`config.mk`:
```
export PLATFORM = sky130hd
export DESIGN_NAME = snake_input_timer
export DESIGN_NICKNAME = d
export VERILOG_FILES = /design/src/rtl/snake_input_timer.sv
export SDC_FILE = /design/constraint.sdc
export NUM_CORES = 1
export LEC_CHECK = 0
export CAP_MARGIN = 40
export CORE_UTILIZATION = 40
export CTS_BUF_LIST = sky130_fd_sc_hd__clkbuf_4
export CTS_CLUSTER_SIZE = 20
export DETAILED_ROUTE_END_ITERATION = 8
export DONT_BUFFER_PORTS = 1
export GPL_TIMING_DRIVEN = 0
export PLACE_DENSITY_LB_ADDON = 0.3
export SYNTH_ARGS = -nofsm -noshare
export SYNTH_HDL_FRONTEND = slang
export SYNTH_SLANG_ARGS = --single-unit
```
`constraint.sdc`:
```
create_clock -name CLOCK_50 -period 3 [get_ports CLOCK_50]
set_clock_uncertainty 0.1 [all_clocks]
set_input_delay 0.45 -clock CLOCK_50 [delete_from_list [all_inputs] [get_ports CLOCK_50]]
set_output_delay 0.45 -clock CLOCK_50 [all_outputs]
set_load 0.05 [all_outputs]
```
`src/rtl/snake_input_timer.sv`:
```
// snake_input_timer: debounced button direction queue with paced game tick and free-running LED tick.
module snake_input_timer #(
    parameter int DEBOUNCE_CYCLES = 500_000,
    parameter int TICK_PERIOD     = 33_554_432,
    parameter int LED_DIV         = 32,
    parameter int QDEPTH          = 4
) (
    input  logic                    CLOCK_50,
    input  logic                    reset_n,
    input  logic [3:0]              btn_n,
    input  logic [1:0]              speed,
    input  logic                    pause,
    output logic                    game_tick,
    output logic                    led_tick,
    output logic [31:0]             direction,
    output logic                    dir_valid,
    output logic [$clog2(QDEPTH):0] q_count,
    output logic                    overflow
);
    localparam int DW = $clog2(DEBOUNCE_CYCLES + 1);
    localparam int TW = $clog2(TICK_PERIOD);
    localparam int LW = $clog2(LED_DIV);
    localparam int QW = $clog2(QDEPTH);
    localparam int CW = QW + 1;

    logic [3:0]    s1, s2, deb, arm, hit, fall;
    logic [1:0]    warm, sel, dir_idx, spd_q, eff;
    logic [DW-1:0] dcnt [4];
    logic [1:0]    q [QDEPTH];
    logic [QW-1:0] rp, wp;
    logic [TW-1:0] tcnt, term;
    logic [LW-1:0] lcnt;
    logic          ref_axis, ref_ok, accept, wrap, pop, push, full;

    always_comb begin
        for (int i = 0; i < 4; i++)
            hit[i] = s2[i] != deb[i] && dcnt[i] == DW'(DEBOUNCE_CYCLES - 1);
    end

    assign fall = hit & deb & arm;
    assign sel = fall[0] ? 2'd0 : fall[1] ? 2'd1 : fall[2] ? 2'd2 : 2'd3;
    // equal and opposite directions share bit 1 of the index encoding
    assign ref_axis = q_count != '0 ? q[wp - QW'(1)][1] : dir_idx[1];
    assign ref_ok = q_count != '0 || dir_valid;
    assign accept = |fall && !(ref_ok && sel[1] == ref_axis);
    assign eff = tcnt == '0 ? speed : spd_q;
    assign term = TW'((TICK_PERIOD >> eff) - 1);
    assign wrap = !pause && tcnt == term;
    assign pop = wrap && q_count != '0;
    assign full = q_count == CW'(QDEPTH);
    assign push = accept && (!full || pop);
    assign direction = !dir_valid ? 32'h0 :
                       dir_idx == 2'd0 ? 32'h20DF6A95 :
                       dir_idx == 2'd1 ? 32'h20DFEA15 :
                       dir_idx == 2'd2 ? 32'h20DF9A65 : 32'h20DF1AE5;

    always_ff @(posedge CLOCK_50 or negedge reset_n) begin
        if (!reset_n) begin
            s1   <= '1;
            s2   <= '1;
            deb  <= '1;
            arm  <= '0;
            warm <= '0;
            for (int i = 0; i < 4; i++) dcnt[i] <= '0;
        end else begin
            s1   <= btn_n;
            s2   <= s1;
            warm <= {warm[0], 1'b1};
            // a button held through reset stays disarmed until it is first seen released
            arm  <= arm | (warm[1] ? s2 : 4'b0);
            for (int i = 0; i < 4; i++) begin
                dcnt[i] <= s2[i] != deb[i] && !hit[i] ? dcnt[i] + DW'(1) : '0;
                if (hit[i]) deb[i] <= s2[i];
            end
        end
    end

    always_ff @(posedge CLOCK_50 or negedge reset_n) begin
        if (!reset_n) begin
            tcnt      <= '0;
            spd_q     <= '0;
            game_tick <= 1'b0;
            lcnt      <= '0;
            led_tick  <= 1'b0;
            rp        <= '0;
            wp        <= '0;
            q_count   <= '0;
            dir_idx   <= '0;
            dir_valid <= 1'b0;
            overflow  <= 1'b0;
        end else begin
            tcnt      <= wrap ? '0 : pause ? tcnt : tcnt + TW'(1);
            if (tcnt == '0 && !pause) spd_q <= speed;
            game_tick <= wrap;
            lcnt      <= lcnt + LW'(1);
            led_tick  <= lcnt == LW'(LED_DIV - 1);
            if (pop) begin
                dir_idx   <= q[rp];
                dir_valid <= 1'b1;
                rp        <= rp + QW'(1);
            end
            if (push) wp <= wp + QW'(1);
            if (accept && full && !pop) overflow <= 1'b1;
            q_count <= q_count + CW'(push) - CW'(pop);
        end
    end

    always_ff @(posedge CLOCK_50) begin
        if (push) q[wp] <= sel;
    end
endmodule

```
==> results.py <==
metrics = {
    "global_route": {
        "grt_max_degree": 140,
        "grt_use_met2_pct": 24.20,
        "first_global_vias": 4835,
        "grt_use_total_pct": 15.11,
        "overflow": 0,
        "antenna_found_initial": 1,
        "grt_pass1_wl_um": 22090,
        "grtUsageMet1_pct": 19.67,
        "grt.met3_usage_pct": 4.176,
        "grt_busiest_layer": "met2",
    },
    "critical_path": {
        "worstRegToRegCells": 14,
        "cp.required_ps": 3300,
        "rrSetupSlack_ps": -420,
        "r2r_end": "q_count[2]$_DFF_PN0_",
        "crit_path_start": "dcnt[67]$_DFF_PN0_",
        "critPathCaptureType": "flip-flop",
        "timing.critical_path.to": "q_count[2]$_DFF_PN0_",
        "arrival_ps": 3730,
        "cp_max_fo": 4,
        "path_class": "flip-flop to flip-flop",
        "r2r_start": "dcnt[67]$_DFF_PN0_",
        "start_kind": "flip-flop",
    },
    "floorplanning": {
        "dieArea_um2": 18510,
        "rows": 48,
        "start_util_pct": 41.26,
        "die_height_um": 136.0,
        "io_pins": 48,
        "die_w_um": 136.0,
        "core_um2": 17420,
    },
    "pwr": {
        "powerDensity_nw_per_um2": 433.7,
        "peakVddDrop_mv": 0.2825,
        "p_leak_nw": 3.556,
    },
    "synth": {
        "ys_seq_area_share_pct": 51.95,
        "synthTopCellsByArea": "dfrtp_1, xnor2_1, nor2_1",
        "yosysWarningCount": 0,
        "syn_inst": 686,
        "async_flop_share_pct": 94.56,
        "synthTopCellsByCount": "dfrtp_1, nor2_1, nand3_1, xnor2_1, xor2_1",
        "syn_avg_cell_area_um2": 10.48,
        "synth_top_cell_by_area": "dfrtp_1",
        "synth_enable_flop_cells": 8,
        "synth.cell_area_um2": 7187,
        "synthFlopType": "dfrtp_1",
        "yosysTopAreaCellShare_pct": 44.22,
        "yosysMostFrequentCell": "dfrtp_1",
        "ys_types": 58,
        "ys_ff_latch": 147,
    },
    "sta": {
        "min_period_over_period_pct": 114.1,
        "hold_ws_ps": -508.1,
        "hold_viol_final": 139,
        "final-setup-viol-count": 2,
        "rsz0062_at_grt": "yes",
        "slew_headroom_pct": 53.76,
        "finalMaxSlewViolations": 0,
        "timing.fmax_ghz": 0.2920,
        "layout_min_cycle_time_ps": 3424,
        "timing.final.ws_setup_ps": -424.1,
        "tightest_slew_ps": 693.6,
    },
    "worst_hold_path": {
        "hold_class": "input port to asynchronous set/reset pin",
    },
    "detailed_routing": {
        "drt_iter0_drc": 312,
        "antenna_left": 0,
        "routed_wl_um": 12680,
        "dr.pass1.iters": 4,
        "vias": 4836,
        "via_per_inst": 4.920,
        "drc": 0,
        "wl_per_cell_um": 12.90,
    },
    "clock_network": {
        "htreeDepth": 4,
        "insertion_delay_ps": 540,
        "cts_buffer_depth": 2,
        "hold_buffers": 7,
        "cts-root-buf": "clkbuf_4",
        "cts_tree": "done",
        "cts.sinks": 147,
        "cts_buffers": 17,
        "clkSlewWorstSetupHoldPaths_ps": 130,
    },
    "placed_design": {
        "gp_congestion": 0.7995,
        "dp_cells": 925,
        "placed_cell_area_um2": 7564,
        "numPortBuffers": 0,
        "place_hpwl_um": 8765,
    },
    "layout": {
        "layoutNonFillerInstCount": 983,
        "nets": 770,
        "syn_to_final_growth_pct": 12.80,
        "final_layout_size_suffix_gt1_share_pct": 19.68,
        "final_cell_area_um2": 8107,
        "nFillCells": 1619,
    },
    "outcome": {
        "status": "finished, violations left",
        "violations": "negative hold slack, negative setup slack",
    },
    "run": {
        "maxCapViolations": 0,
    },
}
==> timing repair <==
action | 4_1_cts | 5_1_grt
endpoints found under the setup margin | 3 | 2
endpoints found under the hold margin | 147 | 139
gates resized for setup | 7 | 13
pin swaps | 16 | 16
buffers inserted | 10 | 8
==> layout make-up <==
class	instances	area [µm²]	area share [%]
Multi-Input combinational cell	483	3237	39.93
Timing Repair Buffer	28	247.7	3.056
Sequential cell	147	3735	46.07
Tap cell	225	281.5	3.473
Antenna cell	1	2.502	0.03087
Buffer	37	249.0	3.071
Clock inverter	12	91.34	1.127
Clock buffer	20	150.1	1.852
Inverter	30	112.6	1.389
==> sequential cells by signal (all words and copies together), names as in the netlist <==
signal and count:
dcnt 76, tcnt 25, q 8, lcnt 5
arm 4, deb 4, s1 4, s2 4
q_count 3, dir_idx 2, rp 2, spd_q 2
warm 2, wp 2, dir_valid 1, game_tick 1
led_tick 1, overflow 1
==> cell usage in the layout, fill, tap and decap left out, types with 3 or more instances in the layout <==
cell type      netlist  final
nor2_1             123    120
nand4_1             19     19
dlygate4sd3_1        0      7
xor2_1              43     43
edfxtp_1             8      8
clkbuf_1             4      4
or3_1                6      6
inv_1               30     27
nor3_1              14     14
and2_1               7      7
dfrtp_1            127    126
clkinv_2             0      5
dfstp_2             12     12
nand3_2              1      4
xnor2_1             54     53
nor2b_1              3      3
a21oi_1              7      6
ha_1                16     14
inv_2                0      4
o21ai_0              7      7
nor4_1               6      6
mux4_2               3      3
clkbuf_4             0     20
mux2_2               6      6
nand4b_1             3      3
conb_1               2     13
nand2_1             28     28
and3_1              15     15
nor4b_1              5      4
buf_4               28     48
nor2_2               0      3
buf_2                4      4
or2_2                8      8
nand3_1             54     51
a21o_1               8      8
or4b_4               2      3
==> cells by family (layout without fill, tap and decap cells) <==
logic type / after synthesis / in the layout / share of synthesized area (%)
AO/OA/AOI/OAI: 35 / 35 / 3.534
XOR/XNOR: 97 / 97 / 11.82
adder cells (fa/ha/maj): 17 / 17 / 3.064
buffers and inverters: 67 / 127 / 5.031
flip-flops: 147 / 147 / 51.95
multiplexers: 11 / 11 / 2.228
other: 2 / 14 / 0.1045
AND/OR/NAND/NOR: 310 / 310 / 22.27
==> power by group <==
| part | switching [mW] | total [mW] | internal [mW] |
|---|---|---|---|
| clock | 0.662 | 1.09 | 0.427 |
| sequential | 0.0811 | 2.15 | 2.07 |
| combinational | 0.148 | 0.278 | 0.130 |
==> layer usage <==
layer,routed length (µm),part of all wire (%),vias to the layer above
met3,520,4.1,6
met5,0,0,-
met1,5996,47,2348
li1,-,-,2397
met2,6068,48,85
met4,97,0.76,0
==> through the flow <==
stage	setup slack (ps)	hold slack (ps)	TNS, ps	util (%)	total power [mW]
2_1_floorplan	-293.5	54.41	-489.7	-	2.389
3_3_place_gp	-638.3	57.38	-1216	43.18	2.427
3_5_place_dp	-702.3	57.07	-1374	43.43	2.440
4_1_cts	-397.3	-568.9	-706.2	45.85	3.562
5_1_grt	-537.7	-595.5	-969.7	46.54	3.698
6_report	-424.1	-508.1	-734.0	46.54	3.516
==> how the worst min path moves through the flow <==
stage	startpoint	to	slack, ps	cells past startpoint
after floorplan	reset_n	arm[0]$_DFF_PN0_	50	0
after global placement	reset_n	game_tick$_DFF_PN0_	60	0
after detailed placement	reset_n	game_tick$_DFF_PN0_	60	0
after CTS	reset_n	dcnt[29]$_DFF_PN0_	-570	0
after global routing	reset_n	dcnt[29]$_DFF_PN0_	-600	0
final	reset_n	dcnt[29]$_DFF_PN0_	-510	0
==> worst max-delay path: stages, from the launching register on <==
cell and delay (ps):
dfrtp_1 440, or4b_4 550, nor4_4 330, buf_4 180, a22oi_2 70, xnor2_1 210, a21oi_2 100, o211ai_4 220
ha_4 230, inv_2 60, ha_4 120, inv_2 40, fa_2 360, xnor2_2 140, xnor2_1 150
Note: power is estimated with default switching activity, not from simulation.
